<file path="src/rtl/if_pc_gen_pkg.sv">
// Shared definitions for the fetch-stage PC generator: state encoding and
// the stall-vector layout seen from the IF stage.
package if_pc_gen_pkg;

    typedef enum logic [1:0] {
        ST_BOOT  = 2'd0,
        ST_RUN   = 2'd1,
        ST_HOLD  = 2'd2,
        ST_SLEEP = 2'd3
    } pc_state_t;

    localparam int          FETCH_BYTES_DEF = 8;
    localparam int          IF_STALL_BIT    = 0;
    localparam logic [4:0]  STALL_WFI       = 5'b11111;

endpackage

</file>
<file path="src/rtl/if_pc_gen_redirect_hold.sv">
// Pending-redirect register: holds a redirect that arrived while IF could not
// take it. An exception always overwrites; a branch never displaces an exception.
module if_redirect_hold
    import if_pc_gen_pkg::*;
#(
    parameter int ADDR_WIDTH = 32
) (
    input  logic                  clk,
    input  logic                  rst,
    input  logic                  clear,
    input  logic                  capture_excp,
    input  logic [ADDR_WIDTH-1:0] excp_pc,
    input  logic                  capture_branch,
    input  logic [ADDR_WIDTH-1:0] branch_pc,
    output logic                  pending_valid,
    output logic [ADDR_WIDTH-1:0] pending_pc,
    output logic                  pending_excp
);

    // Clear wins over capture: a redirect arriving on the release cycle is
    // applied directly by the top level, never parked here.
    always_ff @(posedge clk) begin
        if (rst || clear) begin
            pending_valid <= 1'b0;
            pending_pc    <= '0;
            pending_excp  <= 1'b0;
        end else if (capture_excp) begin
            pending_valid <= 1'b1;
            pending_pc    <= excp_pc;
            pending_excp  <= 1'b1;
        end else if (capture_branch && !(pending_valid && pending_excp)) begin
            pending_valid <= 1'b1;
            pending_pc    <= branch_pc;
            pending_excp  <= 1'b0;
        end
    end

endmodule

</file>
<file path="src/rtl/if_pc_gen.sv">
// Fetch PC generator: sequential advance, branch/exception redirect, IF-stall
// redirect parking, WFI sleep and a saturating redirect counter.
module if_pc_gen
    import if_pc_gen_pkg::*;
#(
    parameter int                    ADDR_WIDTH  = 32,
    parameter logic [ADDR_WIDTH-1:0] RESET_PC    = '0,
    parameter int                    FETCH_BYTES = FETCH_BYTES_DEF,
    parameter int                    CNT_WIDTH   = 16
) (
    input  logic                  clk,
    input  logic                  rst,
    input  logic [4:0]            Ctrl_Stall,
    input  logic                  EX_BranchFlag,
    input  logic [ADDR_WIDTH-1:0] EX_BranchPC,
    input  logic                  Csr_ExcpFlag,
    input  logic [ADDR_WIDTH-1:0] Csr_ExcpPC,
    input  logic [3:0]            Id_AdvBytes,
    output logic [ADDR_WIDTH-1:0] If_PC,
    output logic                  If_Valid,
    output logic                  If_Redirected,
    output logic [CNT_WIDTH-1:0]  Redirect_Cnt
);

    pc_state_t             state;
    logic                  if_stall;
    logic                  sleep_req;
    logic                  fresh_redirect;
    logic [ADDR_WIDTH-1:0] fresh_target;
    logic [ADDR_WIDTH-1:0] release_target;
    logic [ADDR_WIDTH-1:0] apply_target;
    logic                  apply_en;
    logic [ADDR_WIDTH-1:0] adv_bytes;
    logic                  capture_excp;
    logic                  capture_branch;
    logic                  clear_pending;
    logic                  pending_valid;
    logic [ADDR_WIDTH-1:0] pending_pc;
    logic                  pending_excp;

    assign if_stall       = Ctrl_Stall[IF_STALL_BIT];
    assign sleep_req      = (Ctrl_Stall == STALL_WFI);
    assign fresh_redirect = Csr_ExcpFlag | EX_BranchFlag;
    assign fresh_target   = Csr_ExcpFlag ? Csr_ExcpPC : EX_BranchPC;

    // On release a fresh exception wins; a parked exception outranks a fresh branch.
    always_comb begin
        release_target = pending_pc;
        if (Csr_ExcpFlag) begin
            release_target = Csr_ExcpPC;
        end else if (!pending_excp && EX_BranchFlag) begin
            release_target = EX_BranchPC;
        end
    end

    always_comb begin
        adv_bytes = ADDR_WIDTH'({Id_AdvBytes[3:1], 1'b0});
        if (Id_AdvBytes > 4'(FETCH_BYTES)) begin
            adv_bytes = ADDR_WIDTH'(FETCH_BYTES);
        end
    end

    always_comb begin
        capture_excp   = 1'b0;
        capture_branch = 1'b0;
        clear_pending  = 1'b0;
        apply_en       = 1'b0;
        apply_target   = fresh_target & ~ADDR_WIDTH'(1);
        case (state)
            ST_RUN: begin
                capture_excp   = if_stall & Csr_ExcpFlag;
                capture_branch = if_stall & EX_BranchFlag;
                apply_en       = ~if_stall & fresh_redirect;
            end
            ST_HOLD: begin
                capture_excp   = if_stall & Csr_ExcpFlag;
                capture_branch = if_stall & EX_BranchFlag;
                clear_pending  = ~if_stall;
                apply_en       = ~if_stall;
                apply_target   = release_target & ~ADDR_WIDTH'(1);
            end
            ST_SLEEP: begin
                capture_excp = Csr_ExcpFlag;
            end
            default: ;
        endcase
    end

    if_redirect_hold #(
        .ADDR_WIDTH(ADDR_WIDTH)
    ) u_hold (
        .clk           (clk),
        .rst           (rst),
        .clear         (clear_pending),
        .capture_excp  (capture_excp),
        .excp_pc       (Csr_ExcpPC),
        .capture_branch(capture_branch),
        .branch_pc     (EX_BranchPC),
        .pending_valid (pending_valid),
        .pending_pc    (pending_pc),
        .pending_excp  (pending_excp)
    );

    always_ff @(posedge clk) begin
        if (rst) begin
            state         <= ST_BOOT;
            If_PC         <= RESET_PC;
            If_Valid      <= 1'b0;
            If_Redirected <= 1'b0;
            Redirect_Cnt  <= '0;
        end else begin
            If_Redirected <= 1'b0;
            if (apply_en) begin
                If_PC         <= apply_target;
                If_Valid      <= 1'b1;
                If_Redirected <= 1'b1;
                state         <= ST_RUN;
                if (Redirect_Cnt != {CNT_WIDTH{1'b1}}) begin
                    Redirect_Cnt <= Redirect_Cnt + CNT_WIDTH'(1);
                end
            end else begin
                case (state)
                    ST_BOOT: begin
                        state    <= ST_RUN;
                        If_Valid <= 1'b1;
                    end
                    ST_RUN: begin
                        if (if_stall) begin
                            if (fresh_redirect) begin
                                If_Valid <= 1'b0;
                            end
                            if (sleep_req) begin
                                state <= ST_SLEEP;
                            end else if (fresh_redirect) begin
                                state <= ST_HOLD;
                            end
                        end else begin
                            If_PC <= If_PC + adv_bytes;
                        end
                    end
                    ST_HOLD: begin
                        if (sleep_req) begin
                            state <= ST_SLEEP;
                        end
                    end
                    ST_SLEEP: begin
                        // A wake-up interrupt parks in the hold register and is applied from HOLD.
                        if (!sleep_req) begin
                            if (pending_valid || Csr_ExcpFlag) begin
                                state    <= ST_HOLD;
                                If_Valid <= 1'b0;
                            end else begin
                                state    <= ST_RUN;
                                If_Valid <= 1'b1;
                            end
                        end else if (Csr_ExcpFlag) begin
                            If_Valid <= 1'b0;
                        end
                    end
                    default: state <= ST_BOOT;
                endcase
            end
        end
    end

endmodule

</file>
<file path="config.mk">
export PLATFORM = sky130hd
export DESIGN_NAME = if_pc_gen
export DESIGN_NICKNAME = d
export VERILOG_FILES = /design/src/rtl/if_pc_gen_pkg.sv /design/src/rtl/if_pc_gen_redirect_hold.sv /design/src/rtl/if_pc_gen.sv
export SDC_FILE = /design/constraint.sdc
export NUM_CORES = 1
export LEC_CHECK = 0
export BUFFER_PORTS_ARGS = -buffer_cell sky130_fd_sc_hd__buf_2
export CAP_MARGIN = 20
export CORE_AREA = 4 4 75 147
export CTS_CLUSTER_SIZE = 20
export DETAILED_ROUTE_END_ITERATION = 10
export DIE_AREA = 0 0 79 151
export PLACE_DENSITY = 0.78
export REMOVE_ABC_BUFFERS = 1
export SYNTH_ARGS = -nofsm -noshare
export SYNTH_HDL_FRONTEND = slang
export SYNTH_SLANG_ARGS = --single-unit
</file>
<file path="constraint.sdc">
create_clock -name clk -period 3.1 [get_ports clk]
set_input_delay 0.62 -clock clk [delete_from_list [all_inputs] [get_ports clk]]
set_output_delay 0.62 -clock clk [all_outputs]
set_load 0.02 [all_outputs]
</file>
==> Word level (Yosys, flattened, before mapping) <==
Index checks and enable logic that the tools add are counted.
{ "classes": {"addsub": 2, "n_mul": 0, "div": 0, "n_lt_le_gt_ge": 1, "n_eq_ne": 16, "n_shift": 0, "mux": 34, "bitwise_logic": 5, "n_reduce_logical": 18} }
{ "ops": {"columns": ["op", "count"], "rows": [
  ["32-bit two-way mux", 9],
  ["32-bit adder", 1],
  ["16-bit by 1-bit adder with 16-bit output (second input constant)", 1],
  ["16-bit inequality test (second input constant)", 1],
  ["3-bit inequality test (second input constant)", 5],
  ["1-bit two-way mux", 14],
  ["2-bit two-way mux", 6],
  ["4-bit AND reduction", 3],
  ["4-bit inequality test (second input constant)", 2],
  ["2-bit one-hot mux with 4 select lines", 1],
  ["2-bit inequality test (second input constant)", 3],
  ["5-bit equality test (second input constant)", 1],
  ["2-bit equality test (second input constant)", 2],
  ["4-bit > comparator (second input constant)", 1],
  ["4-bit two-way mux", 1],
  ["1-bit one-hot mux with 2 select lines", 2],
  ["2-bit AND reduction", 2],
  ["2-bit nonzero test", 2],
  ["4-bit nonzero test", 1],
  ["2-bit OR reduction", 2],
  ["1-bit bitwise AND", 3],
  ["1-bit logical AND", 3],
  ["1-bit one-hot mux with 3 select lines", 1],
  ["2-bit by 1-bit equality test with 1-bit output (second input constant)", 1],
  ["other kinds (6)", 8]
]} }
{ "word_totals": {"reg_bits": 86, "latchBits": 0, "ramBits": 0, "mem_bits_ro": 0, "wordCells": 85, "memories": 0} }

==> Longest topological paths before layout <==
Gate-level depths: netlist of run 1.
{ "logic_depth": {"ltp_word": 6, "ltp_mapped": 10, "depth_no_buf": 9} }

==> Cells and area by module <==
From an unflattened synthesis of run 1, not the netlist that was laid out.
{ "hier_totals": {"cells_unflattened": 635, "area_unflattened_um2": 5435.2} }
{ "modules_own_cells": {"columns": ["mod", "n_inst", "cells_each", "area_each_um2"], "rows": [
  ["if_pc_gen", 1, 481, 3796.1],
  ["if_redirect_hold", 1, 154, 1639.1]
]} }

==> Worst setup path before layout of run 1 <==
Ideal clock, no wire load.
{ "synth_path": {"path_type": "input to register", "startpoint": "input port Id_AdvBytes[1]", "endpoint": "register If_PC[27]", "arrival_time_ns": 2.527, "required_ns": 3.026, "path_slack_ns": 0.499, "cell_stages": 9, "path_buffers": 0, "path_cell_list": "nor2b_1 ha_1 inv_1 fa_1 nor2b_1 o21a_1 nand3_1 or4_1 a31oi_1"} }
{ "synth_between": {"elab_chain_len": 6} }
{ "synth_lines": {"columns": ["element", "line_no", "rtl"], "rows": [
  ["start: declaration", "if_pc_gen.sv:18", "input logic [3:0] Id_AdvBytes,"],
  ["4-bit > comparator", "if_pc_gen.sv:58", "if (Id_AdvBytes > 4'(FETCH_BYTES)) begin"],
  ["4-bit two-way mux (*)", "if_pc_gen.sv:58", null],
  ["32-bit adder (*)", "if_pc_gen.sv:138", "If_PC <= If_PC + adv_bytes;"],
  ["32-bit two-way mux (*)", "if_pc_gen.sv:128", "if (if_stall) begin"],
  ["32-bit two-way mux (*)", "if_pc_gen.sv:122", "case (state)"],
  ["32-bit two-way mux (*)", "if_pc_gen.sv:113", "if (apply_en) begin"],
  ["end signal: assignment", "if_pc_gen.sv:114", "If_PC <= apply_target;"],
  ["end signal: assignment", "if_pc_gen.sv:138", null],
  ["end: declaration", "if_pc_gen.sv:19", "output logic [ADDR_WIDTH-1:0] If_PC,"]
]} }
Every way passes the cells marked *; elsewhere a longest branch is shown, timed or not. The select of a mux whose other input is x is not followed.
A chain may end at the register's enable or synchronous reset.

==> Worst setup path in the final report of run 1 <==
{ "layout_path": {"startpoint": "register state[1]", "endpoint": "register If_PC[14]"} }
{ "layout_between": {"elab_chain_len": 4} }
{ "layout_lines": {"columns": ["element", "line_no", "rtl"], "rows": [
  ["start: declaration", "if_pc_gen.sv:25", "pc_state_t state;"],
  ["start signal: assignment", "if_pc_gen.sv:106", "state <= ST_BOOT;"],
  ["start signal: assignment", "if_pc_gen.sv:117", "state <= ST_RUN;"],
  ["start signal: assignment", "if_pc_gen.sv:124", "state <= ST_RUN;"],
  ["2-bit equality test or 2-bit by 1-bit equality test with 1-bit output (tied branches)", "if_pc_gen.sv:69, if_pc_gen.sv:122", null],
  ["1-bit one-hot mux with 2 select lines", "if_pc_gen.sv:69", "case (state)"],
  ["2-bit by 1-bit inequality test with 1-bit output (no line) or 2-bit nonzero test (tied branches)", null, null],
  ["2-bit AND reduction (no line)", null, null]
]} }
Parallel ways exist; a longest one is shown, timed or not.

==> impl_metrics.yaml, run 1 <==
clocking:
  ctsHoldBuffers: 0
  ctsResizeCount: 0
  cts.clk_slew.worst_paths_ns: 0.06
  clockBufferDepth: 2
  clk-insertion-delay-late_ns: 0.35
  cts.sinks: 84
  cts_tree: "built"
  cts-root-buf: "clkbuf_16"
  cts_buffers: 9
  ctsHtreeMaxLevel: 3
  postCtsSetupRepairBufs: 0
flow_run:
  drv_cap: 0
power_and_ir_drop:
  power.leakage_nw: 2.66
  netSwitchingPower_mw: 1.62
  power_frac_comb_pct: 38.0
  p_per_area_mw_per_mm2: 669
  p_sw_share_pct: 38.2
  finalPower_mw: 4.24
  power_frac_clock_pct: 26.1
  p_int_mw: 2.62
  ir_drop_v: 0.000415
  seqPwrFrac_pct: 35.9
timing:
  timing.hold.ws_ns: 0.499
  finalClockSkew_ns: 0.00611
  period_share_pct: 83.5
  tns_ns: 0
  rsz0062_at_grt: "false"
  drv_slew: 0
  min_period_ns: 2.59
  max_freq_ghz: 0.386
  finalHoldViolCount: 0
  worstMarginPinSlew_ns: 0.665
  slew_headroom_pct: 55.7
  timing.final.ws_setup_ns: 0.512
  setup_viol: 0
drt:
  drcViolationCount: 0
  num_vias: 5484
  finalWirelength_um: 16700
  dr.pass1.iters: 5
  drt_iter0_drc: 513
  wl_per_cell_um: 19.1
  drt-vias-per-instance: 6.25
  postRouteAntennaNets: 0
global_routing:
  grt_max_degree: 65
  antenna_found_initial: 0
  grt_pass1_vias: 5472
  grt_pass1_wl_um: 26200
  track_usage_pct: 27.7
  overflow: 0
floorplan:
  core_area_sq_mm: 0.0100
  floorplan.initialDensity_pct: 52.6
  ioPinCount: 127
  die_y_um: 151
  die_w_um: 79
  placementRows: 52
  dieArea_sq_mm: 0.0119
placed_design:
  place_area_sq_mm: 0.00600
  dp_worst_setup_slack_ns: 0.194
  portBuffers: 122
  place.gp.congestion: 0.881
  hpwl_um: 12100
finish:
  areaGrowthSynthToFinish_pct: 20.2
  drive_gt1_share_pct: 23.9
  fin_area_sq_mm: 0.00633
  nNetsFinal: 824
  diodes: 0
  n_fill_cell: 890
yosys:
  seq_area_frac_synth_pct: 31.9
  synthDistinctLibCells: 70
  synth-seq-cells: 84
  syn_area_sq_mm: 0.00527
  synth_edf_count: 0
  synth.area.mux_share_pct: 9.00
  synth_compound_area_share_pct: 25.3
  synth_adder_area_share_pct: 2.52
  synthFlopType: "dfxtp_1"
  async_flop_share_pct: 0
  synth_top_family_by_area: "compound AO/OA/AOI/OAI gates"
  avgSynthCellArea_sq_um: 8.31
  syn_inst: 634
  synth-simple-area-share_pct: 22.8
  synth-xor-area-share_pct: 3.16
  yosys_warnings: 0
setup_path:
  path_class: "flip-flop to flip-flop"
  r2r_slack_ns: 0.51
  arrival_ns: 2.79
  end_kind: "flip-flop"
  critPathMaxFanout: 41
  cp-start-kind: "flip-flop"
  crit_required_ns: 3.30
outcome:
  outcome: "completed"
hold_path:
  hp-class: "flip-flop to flip-flop"
## critical path, cell delays in order (launching register included)
cell,delay (ns)
dfxtp_1,0.42
inv_1,0.12
ha_1,0.35
nor2b_2,0.22
o21a_1,0.16
buf_4,0.39
nor2_1,0.17
and3_1,0.18
a2111oi_0,0.44
## power by group through the flow
| stage | registers (mW) | clock network [mW] | logic [mW] |
|---|---|---|---|
| global route | 1.55 | 1.15 | 1.75 |
| global placement | 1.51 | 0 | 1.54 |
| floorplan | 1.59 | 0 | 0.942 |
| finish | 1.52 | 1.11 | 1.61 |
| detailed placement | 1.53 | 0 | 1.58 |
| CTS | 1.51 | 1.11 | 1.59 |
## synth_stat cells (3+ instances only)
| cell type | number | area, sq um |
|---|---|---|
| a2111oi_0 | 5 | 43.8 |
| a211o_1 | 17 | 149 |
| a211oi_1 | 49 | 368 |
| a21o_1 | 4 | 30.0 |
| a21oi_1 | 14 | 70.1 |
| a31o_2 | 4 | 35.0 |
| a31oi_1 | 12 | 75.1 |
| and2_1 | 5 | 31.3 |
| and3_1 | 26 | 163 |
| and4_1 | 7 | 61.3 |
| buf_1 | 4 | 15.0 |
| buf_2 | 16 | 80.1 |
| buf_4 | 4 | 30.0 |
| clkbuf_1 | 28 | 105 |
| dfxtp_1 | 84 | 1680 |
| ha_1 | 9 | 113 |
| inv_1 | 12 | 45.0 |
| mux2_2 | 3 | 33.8 |
| mux2i_1 | 44 | 440 |
| nand2_1 | 33 | 124 |
| nand2b_1 | 11 | 68.8 |
| nand3_1 | 21 | 105 |
| nand3b_1 | 3 | 22.5 |
| nand4_1 | 7 | 43.8 |
| nand4b_1 | 3 | 26.3 |
| nor2_1 | 69 | 259 |
| nor2b_1 | 6 | 37.5 |
| nor3_1 | 7 | 35.0 |
| nor3b_1 | 3 | 22.5 |
| nor4_1 | 8 | 50.1 |
| o211a_1 | 6 | 60.1 |
| o211ai_1 | 9 | 67.6 |
| o21a_1 | 3 | 22.5 |
| o21ai_0 | 26 | 130 |
| o22a_1 | 3 | 26.3 |
| or3_1 | 6 | 37.5 |
| or4_1 | 4 | 30.0 |
| xnor2_1 | 16 | 140 |
| xor2_1 | 3 | 26.3 |
## final cells by class
| type | count | area (sq um) | area share (%) |
|---|---|---|---|
| clock buffer | 11 | 253 | 3.99 |
| clock inverter | 5 | 50.0 | 0.790 |
| inverter | 12 | 45.0 | 0.711 |
| multi-input combinational | 486 | 3330 | 52.5 |
| sequential | 84 | 1680 | 26.6 |
| tap | 135 | 169 | 2.67 |
| timing repair buffer | 144 | 808 | 12.8 |
## cells in the final DEF, fill, tap and decap left out, types with 4 or more instances in the layout
cell type,n
buf_2,122
dfxtp_1,84
nor2_1,69
a211oi_1,49
mux2i_1,44
nand2_1,33
and3_1,26
o21ai_0,26
nand3_1,21
buf_4,20
a211o_1,17
xnor2_1,16
a21oi_1,13
inv_1,12
a31oi_1,12
nand2b_1,11
o211ai_1,9
ha_1,9
clkbuf_16,9
nor4_1,8
nor3_1,7
and4_1,7
nand4_1,7
nor2b_1,6
o211a_1,6
or3_1,5
and2_1,5
a2111oi_0,5
a21o_1,4
a31o_2,4
or4_1,4
clkinv_2,4
## metrics by stage
step,utilization (%),cells
global placement,59.9,860
CTS,62.9,876
detailed placement,59.9,860
global route,63.2,877
finish,63.2,877
floorplan,-,582
## layer usage
layer / GRT usage (%) / wire [um] / vias to the layer above
li1: - / - / 2589
met1: 28.1 / 6010 / 2638
met2: 51.4 / 8900 / 201
met3: 5.36 / 1060 / 56
met4: 16.2 / 743 / 0
met5: 0 / 0 / -
## registers in the layout, indices dropped and copies added, names as in the netlist
signal / cells
If_PC: 31
If_Redirected: 1
If_Valid: 1
Redirect_Cnt: 16
state: 2
u_hold.pending_excp: 1
u_hold.pending_pc: 31
u_hold.pending_valid: 1
## final timing paths
kind                    startpoint               end  cells after the start
hold / removal    Redirect_Cnt[15]  Redirect_Cnt[15]                      2
hold reg to reg   Redirect_Cnt[15]  Redirect_Cnt[15]                      2
setup / recovery          state[1]         If_PC[14]                      8
setup reg to reg          state[1]         If_PC[14]                      8
## kinds of logic after synthesis
| kind of cell | count (synthesis) |
|---|---|
| buffers and inverters | 64 |
| AND/OR/NAND/NOR | 228 |
| adder cells (fa/ha/maj) | 10 |
| XOR/XNOR | 19 |
| multiplexers | 47 |
| AO/OA/AOI/OAI | 181 |
| flip-flops | 84 |
| other | 1 |
(Power assumes the default switching activity.)
==> run 2: changes to the inputs <==
==> constraint.sdc (replaced) <==
create_clock -name clk -period 2.6 [get_ports clk]
set_input_delay 0.52 -clock clk [delete_from_list [all_inputs] [get_ports clk]]
set_output_delay 0.52 -clock clk [all_outputs]
set_load 0.02 [all_outputs]
==> run 2 against run 1 <==
Via count rose by 2.1%. Clock-buffer cell count unchanged. Power is 17% higher. Setup slack got worse by 0.31 ns. Critical path type unchanged. Non-clock buffer count is 9 higher.
==> impl_metrics.yaml, run 2 (synthesis results as in run 1) <==
outcome:
  outcome: "completed"
finish:
  fin_area_sq_mm: 0.00639
  diodes: 0
  layout_commonest_cell: "buf_2"
  final_core_util_pct: 63.8
  drive_gt1_share_pct: 24.4
  fin_cells: 884
  nNetsFinal: 833
  final_cell_mix: "buf_2, dfxtp_1, nor2_1"
  n_fill_cell: 919
  areaGrowthSynthToFinish_pct: 21.3
  reg.largest.list: "If_PC (31), u_hold.pending_pc (31), Redirect_Cnt (16)"
floorplan:
  placementRows: 52
  dieArea_sq_mm: 0.0119
  ioPinCount: 127
  die_w_um: 79
  core_area_sq_mm: 0.0100
  die_y_um: 151
  floorplan.initialDensity_pct: 52.6
clocking:
  cts_buffers: 9
  clk-insertion-delay-late_ns: 0.34
  cts-root-buf: "clkbuf_16"
  cts_tree: "built"
  ctsHtreeMaxLevel: 3
  cts.sinks: 84
  cts.clk_slew.worst_paths_ns: 0.06
  clockBufferDepth: 2
power_and_ir_drop:
  power.leakage_nw: 2.69
  finalPower_mw: 4.95
  ir_drop_v: 0.000465
  p_per_area_mw_per_mm2: 775
setup_path:
  crit_required_ns: 2.89
  end_kind: "flip-flop"
  arrival_ns: 2.69
  cp-start-kind: "flip-flop"
  worstRegToRegCells: 8
  path_buf_inv: 2
  regToRegEndpoint: "If_PC[21]"
  r2r_slack_ns: 0.20
  path_class: "flip-flop to flip-flop"
  path_depth: 8
  critPathMaxFanout: 29
  crit_chain: "inv_1 -> ha_1 -> nor2b_2 -> o21ai_2 -> buf_4 -> nor2_1 -> o211a_1 -> a211o_1"
  critPathSlowestCell: "nor2_1"
  rr_startpoint: "state[0]"
  critPathLaunch: "state[0]"
  endpoint: "If_PC[21]"
  critPathMaxStageDelay_ns: 0.46
  worst_path_dominant_cell_family: "simple AND/OR/NAND/NOR gates"
flow_run:
  drv_cap: 0
global_routing:
  grt_pass1_wl_um: 26600
  antenna_found_initial: 0
  grt_max_degree: 49
  grt_pass1_vias: 5587
  overflow: 0
  track_usage_pct: 28.2
drt:
  drt_iter0_drc: 561
  drcViolationCount: 0
  postRouteAntennaNets: 0
  wl_per_cell_um: 19.3
  drt-vias-per-instance: 6.33
  dr.pass1.iters: 6
  finalWirelength_um: 17000
  num_vias: 5599
placed_design:
  hpwl_um: 12300
  dp.cells: 870
  place.gp.congestion: 0.895
  place_area_sq_mm: 0.00613
  dp_worst_setup_slack_ns: -0.0994
  portBuffers: 122
timing:
  timing.final.ws_setup_ns: 0.200
  finalClockSkew_ns: 0.00446
  rsz0062_at_grt: "false"
  period_share_pct: 92.3
  min_period_ns: 2.40
  max_freq_ghz: 0.417
  finalHoldViolCount: 0
  worstMarginPinSlew_ns: 0.535
  setup_viol: 0
  slew_headroom_pct: 64.2
  timing.hold.ws_ns: 0.473
  tns_ns: 0
  drv_slew: 0
hold_path:
  hp-class: "input pin to flip-flop"
[run 2: cell types whose count changed in the layout (fill, tap and decap cells not counted)]
cell,before,now
bufinv_16,1,0
buf_12,1,5
clkbuf_1,0,1
buf_6,0,1
clkinv_2,4,3
clkbuf_8,2,1
buf_16,1,0
buf_4,20,25
[run 2: worst register-to-register path, stage by stage (launching register included)]
cell	delay (ns)
dfxtp_1	0.43
inv_1	0.12
ha_1	0.37
nor2b_2	0.23
o21ai_2	0.08
buf_4	0.26
nor2_1	0.47
o211a_1	0.29
a211o_1	0.11
[run 2: metal layers]
metal  GRT usage, %  part of all wire (%)  vias to the layer above
li1               -                     -                     2607
met1           29.0                    35                     2680
met2           52.7                    54                      262
met3           5.95                   6.8                       50
met4           13.9                   3.3                        0
met5              0                     0                        -
[run 2: layout make-up]
class | count | area (sq um) | area share [%]
multi-input cells | 486 | 3330 | 52.1
flip-flops and latches | 84 | 1680 | 26.3
repair buffers | 153 | 910 | 14.2
inverters | 12 | 45.0 | 0.705
well taps | 135 | 169 | 2.64
clock buffers | 11 | 243 | 3.80
clock inverters | 3 | 15.0 | 0.235
[run 2: repair_timing]
action | CTS | global route
gates resized for setup | 0 | 1
hold buffers | 0 | 0
buffers inserted | 0 | 0
setup endpoints to repair | 0 | 1
endpoints found under the hold margin | 0 | 0
[run 2: how the worst min path moves through the flow]
stage	start	end	cells past startpoint
after floorplan	u_hold.pending_excp	u_hold.pending_excp	2
after global placement	If_PC[31]	If_PC[31]	1
after detailed placement	If_PC[31]	If_PC[31]	1
after CTS	Csr_ExcpPC[12]	u_hold.pending_pc[12]	3
after global routing	Csr_ExcpPC[8]	u_hold.pending_pc[8]	3
final	Csr_ExcpPC[10]	u_hold.pending_pc[10]	3
[run 2: where the power goes]
| part | total, mW | leakage [nW] | internal, mW | switching, mW |
|---|---|---|---|---|
| Combinational | 1.96 | 1.88 | 0.795 | 1.17 |
| Sequential | 1.82 | 0.682 | 1.56 | 0.251 |
| Clock | 1.17 | 0.131 | 0.658 | 0.511 |
==> run 3: changes to the inputs <==
==> constraint.sdc (replaced) <==
create_clock -name clk -period 2.7 [get_ports clk]
set_input_delay 0.54 -clock clk [delete_from_list [all_inputs] [get_ports clk]]
set_output_delay 0.54 -clock clk [all_outputs]
set_load 0.02 [all_outputs]
==> run 3 against run 2 <==
Clock power is essentially flat. Final area shrank 0.29%. Sequential power shrank 4%. Wire length shrank 0.62%. Highest routed layer unchanged. Utilization shrank 0.19 points. Power shrank 3.2%. Die area is the same. Critical path type unchanged.
==> impl_metrics.yaml, run 3 (synthesis results as in run 1) <==
outcome:
  outcome: "completed"
setup_path:
  path_class: "flip-flop to flip-flop"
  critPathSlowestCell: "dfxtp_1"
  arrival_ns: 2.66
  path_common_cell: "buf_4"
  crit_chain: "inv_1 -> ha_1 -> buf_4 -> nand2_1 -> buf_4 -> mux2_2 -> mux2i_1 -> a2111oi_0"
  critPathMaxFanout: 15
  critPathMaxStageDelay_ns: 0.41
  crit_required_ns: 2.91
  end_kind: "flip-flop"
  cp-start-kind: "flip-flop"
clocking:
  cts_buffers: 9
  ctsHtreeMaxLevel: 3
  clockBufferDepth: 2
  postCtsSetupRepairBufs: 0
  clk-insertion-delay-late_ns: 0.34
  cts.clk_slew.worst_paths_ns: 0.06
  ctsHoldBuffers: 0
  ctsResizeCount: 0
  cts_tree: "built"
  cts-root-buf: "clkbuf_16"
  cts.sinks: 84
global_routing:
  grt_pass1_wl_um: 26700
  antenna_found_initial: 0
  overflow: 0
  track_usage_pct: 28.2
  grt_max_degree: 49
  grt_pass1_vias: 5646
power_and_ir_drop:
  p_int_mw: 2.94
  power_frac_clock_pct: 24.0
  seqPwrFrac_pct: 36.5
  ir_drop_v: 0.000468
  netSwitchingPower_mw: 1.85
  p_sw_share_pct: 38.7
  power_frac_comb_pct: 39.5
  p_per_area_mw_per_mm2: 752
  power.leakage_nw: 2.68
finish:
  regArea_sq_mm: 0.00168
  reg.largest.list: "If_PC (31), u_hold.pending_pc (31), Redirect_Cnt (16)"
  areaGrowthSynthToFinish_pct: 21.0
  multi_input_area_sq_mm: 0.00333
  layout_commonest_cell: "buf_2"
  final_cell_mix: "buf_2, dfxtp_1, nor2_1"
  fin_cells: 883
  drive_gt1_share_pct: 24.2
  diodes: 0
  n_fill_cell: 881
  fin_area_sq_mm: 0.00637
  nNetsFinal: 831
drt:
  drt_iter0_drc: 459
  finalWirelength_um: 16900
  num_vias: 5595
  drcViolationCount: 0
  postRouteAntennaNets: 0
  dr.pass1.iters: 5
  wl_per_cell_um: 19.2
  drt-vias-per-instance: 6.34
floorplan:
  ioPinCount: 127
  core_area_sq_mm: 0.0100
  dieArea_sq_mm: 0.0119
  placementRows: 52
  floorplan.initialDensity_pct: 52.6
  die_w_um: 79
  die_y_um: 151
timing:
  setup_viol: 0
  drv_slew: 0
  finalClockSkew_ns: 0.00489
  finalHoldViolCount: 0
  slew_headroom_pct: 60.9
  rsz0062_at_grt: "false"
  tns_ns: 0
  max_freq_ghz: 0.407
  period_share_pct: 90.9
  min_period_ns: 2.45
  worstMarginPinSlew_ns: 0.585
placed_design:
  portBuffers: 122
  place_area_sq_mm: 0.00610
  hpwl_um: 12200
  dp.cells: 868
  place.gp.congestion: 0.912
hold_path:
  hp-class: "input pin to flip-flop"
flow_run:
  drv_cap: 0
## run 3: changes by cell type in the layout (fill, tap and decap cells not counted), sizes merged
cell / delta
buf: -2
clkbuf: +2
clkinv: -1
## run 3: worst paths after layout
check | from | end | slack [ns] | depth (start not counted)
max reg2reg | state[0] | If_PC[11] | 0.25 | 8
max | state[0] | If_PC[11] | 0.25 | 8
min | Csr_ExcpPC[28] | u_hold.pending_pc[28] | 0.49 | 3
min reg2reg | If_Valid | If_Valid | 0.50 | 2
## run 3: metrics by stage
stage | setup slack (ns) | utilization (%) | total power, mW | hold WS [ns]
floorplan | -0.969 | - | 2.90 | 0.462
global placement | 0.0298 | 60.9 | 3.55 | 0.475
detailed placement | -0.00308 | 60.9 | 3.62 | 0.481
CTS | 0.274 | 63.6 | 4.78 | 0.490
global route | 0.140 | 63.6 | 5.03 | 0.501
finish | 0.245 | 63.6 | 4.79 | 0.493
## run 3: metal layers
layer | vias to the layer above | GRT usage [%] | share of wire (%)
li1 | 2616 | - | -
met1 | 2661 | 28.9 | 35
met2 | 253 | 52.0 | 53
met3 | 65 | 5.89 | 6.8
met4 | 0 | 16.0 | 5.0
met5 | - | 0 | 0
## run 3: final cells by class
class,instances,area share (%)
Multi-Input combinational cell,486,52.2
Inverter,12,0.707
Clock buffer,13,4.09
Tap cell,135,2.65
Sequential cell,84,26.4
Timing Repair Buffer,151,13.8
Clock inverter,2,0.157
## run 3: worst max-delay path, delay by kind of cell, from the launching register on
family | cells | cell delay [ns]
fa+ha+maj | 1 | 0.36
simple gates | 1 | 0.12
compound gates | 1 | 0.16
flops | 1 | 0.41
buf+inv | 3 | 0.61
mux | 2 | 0.64
## run 3: power groups by stage
stage	Combinational (mW)	Clock, mW	Sequential (mW)
after detailed placement	1.86	0	1.76
after global placement	1.81	0	1.73
after CTS	1.88	1.16	1.73
after global routing	2.05	1.21	1.77
after floorplan	1.08	0	1.82
final	1.89	1.15	1.75
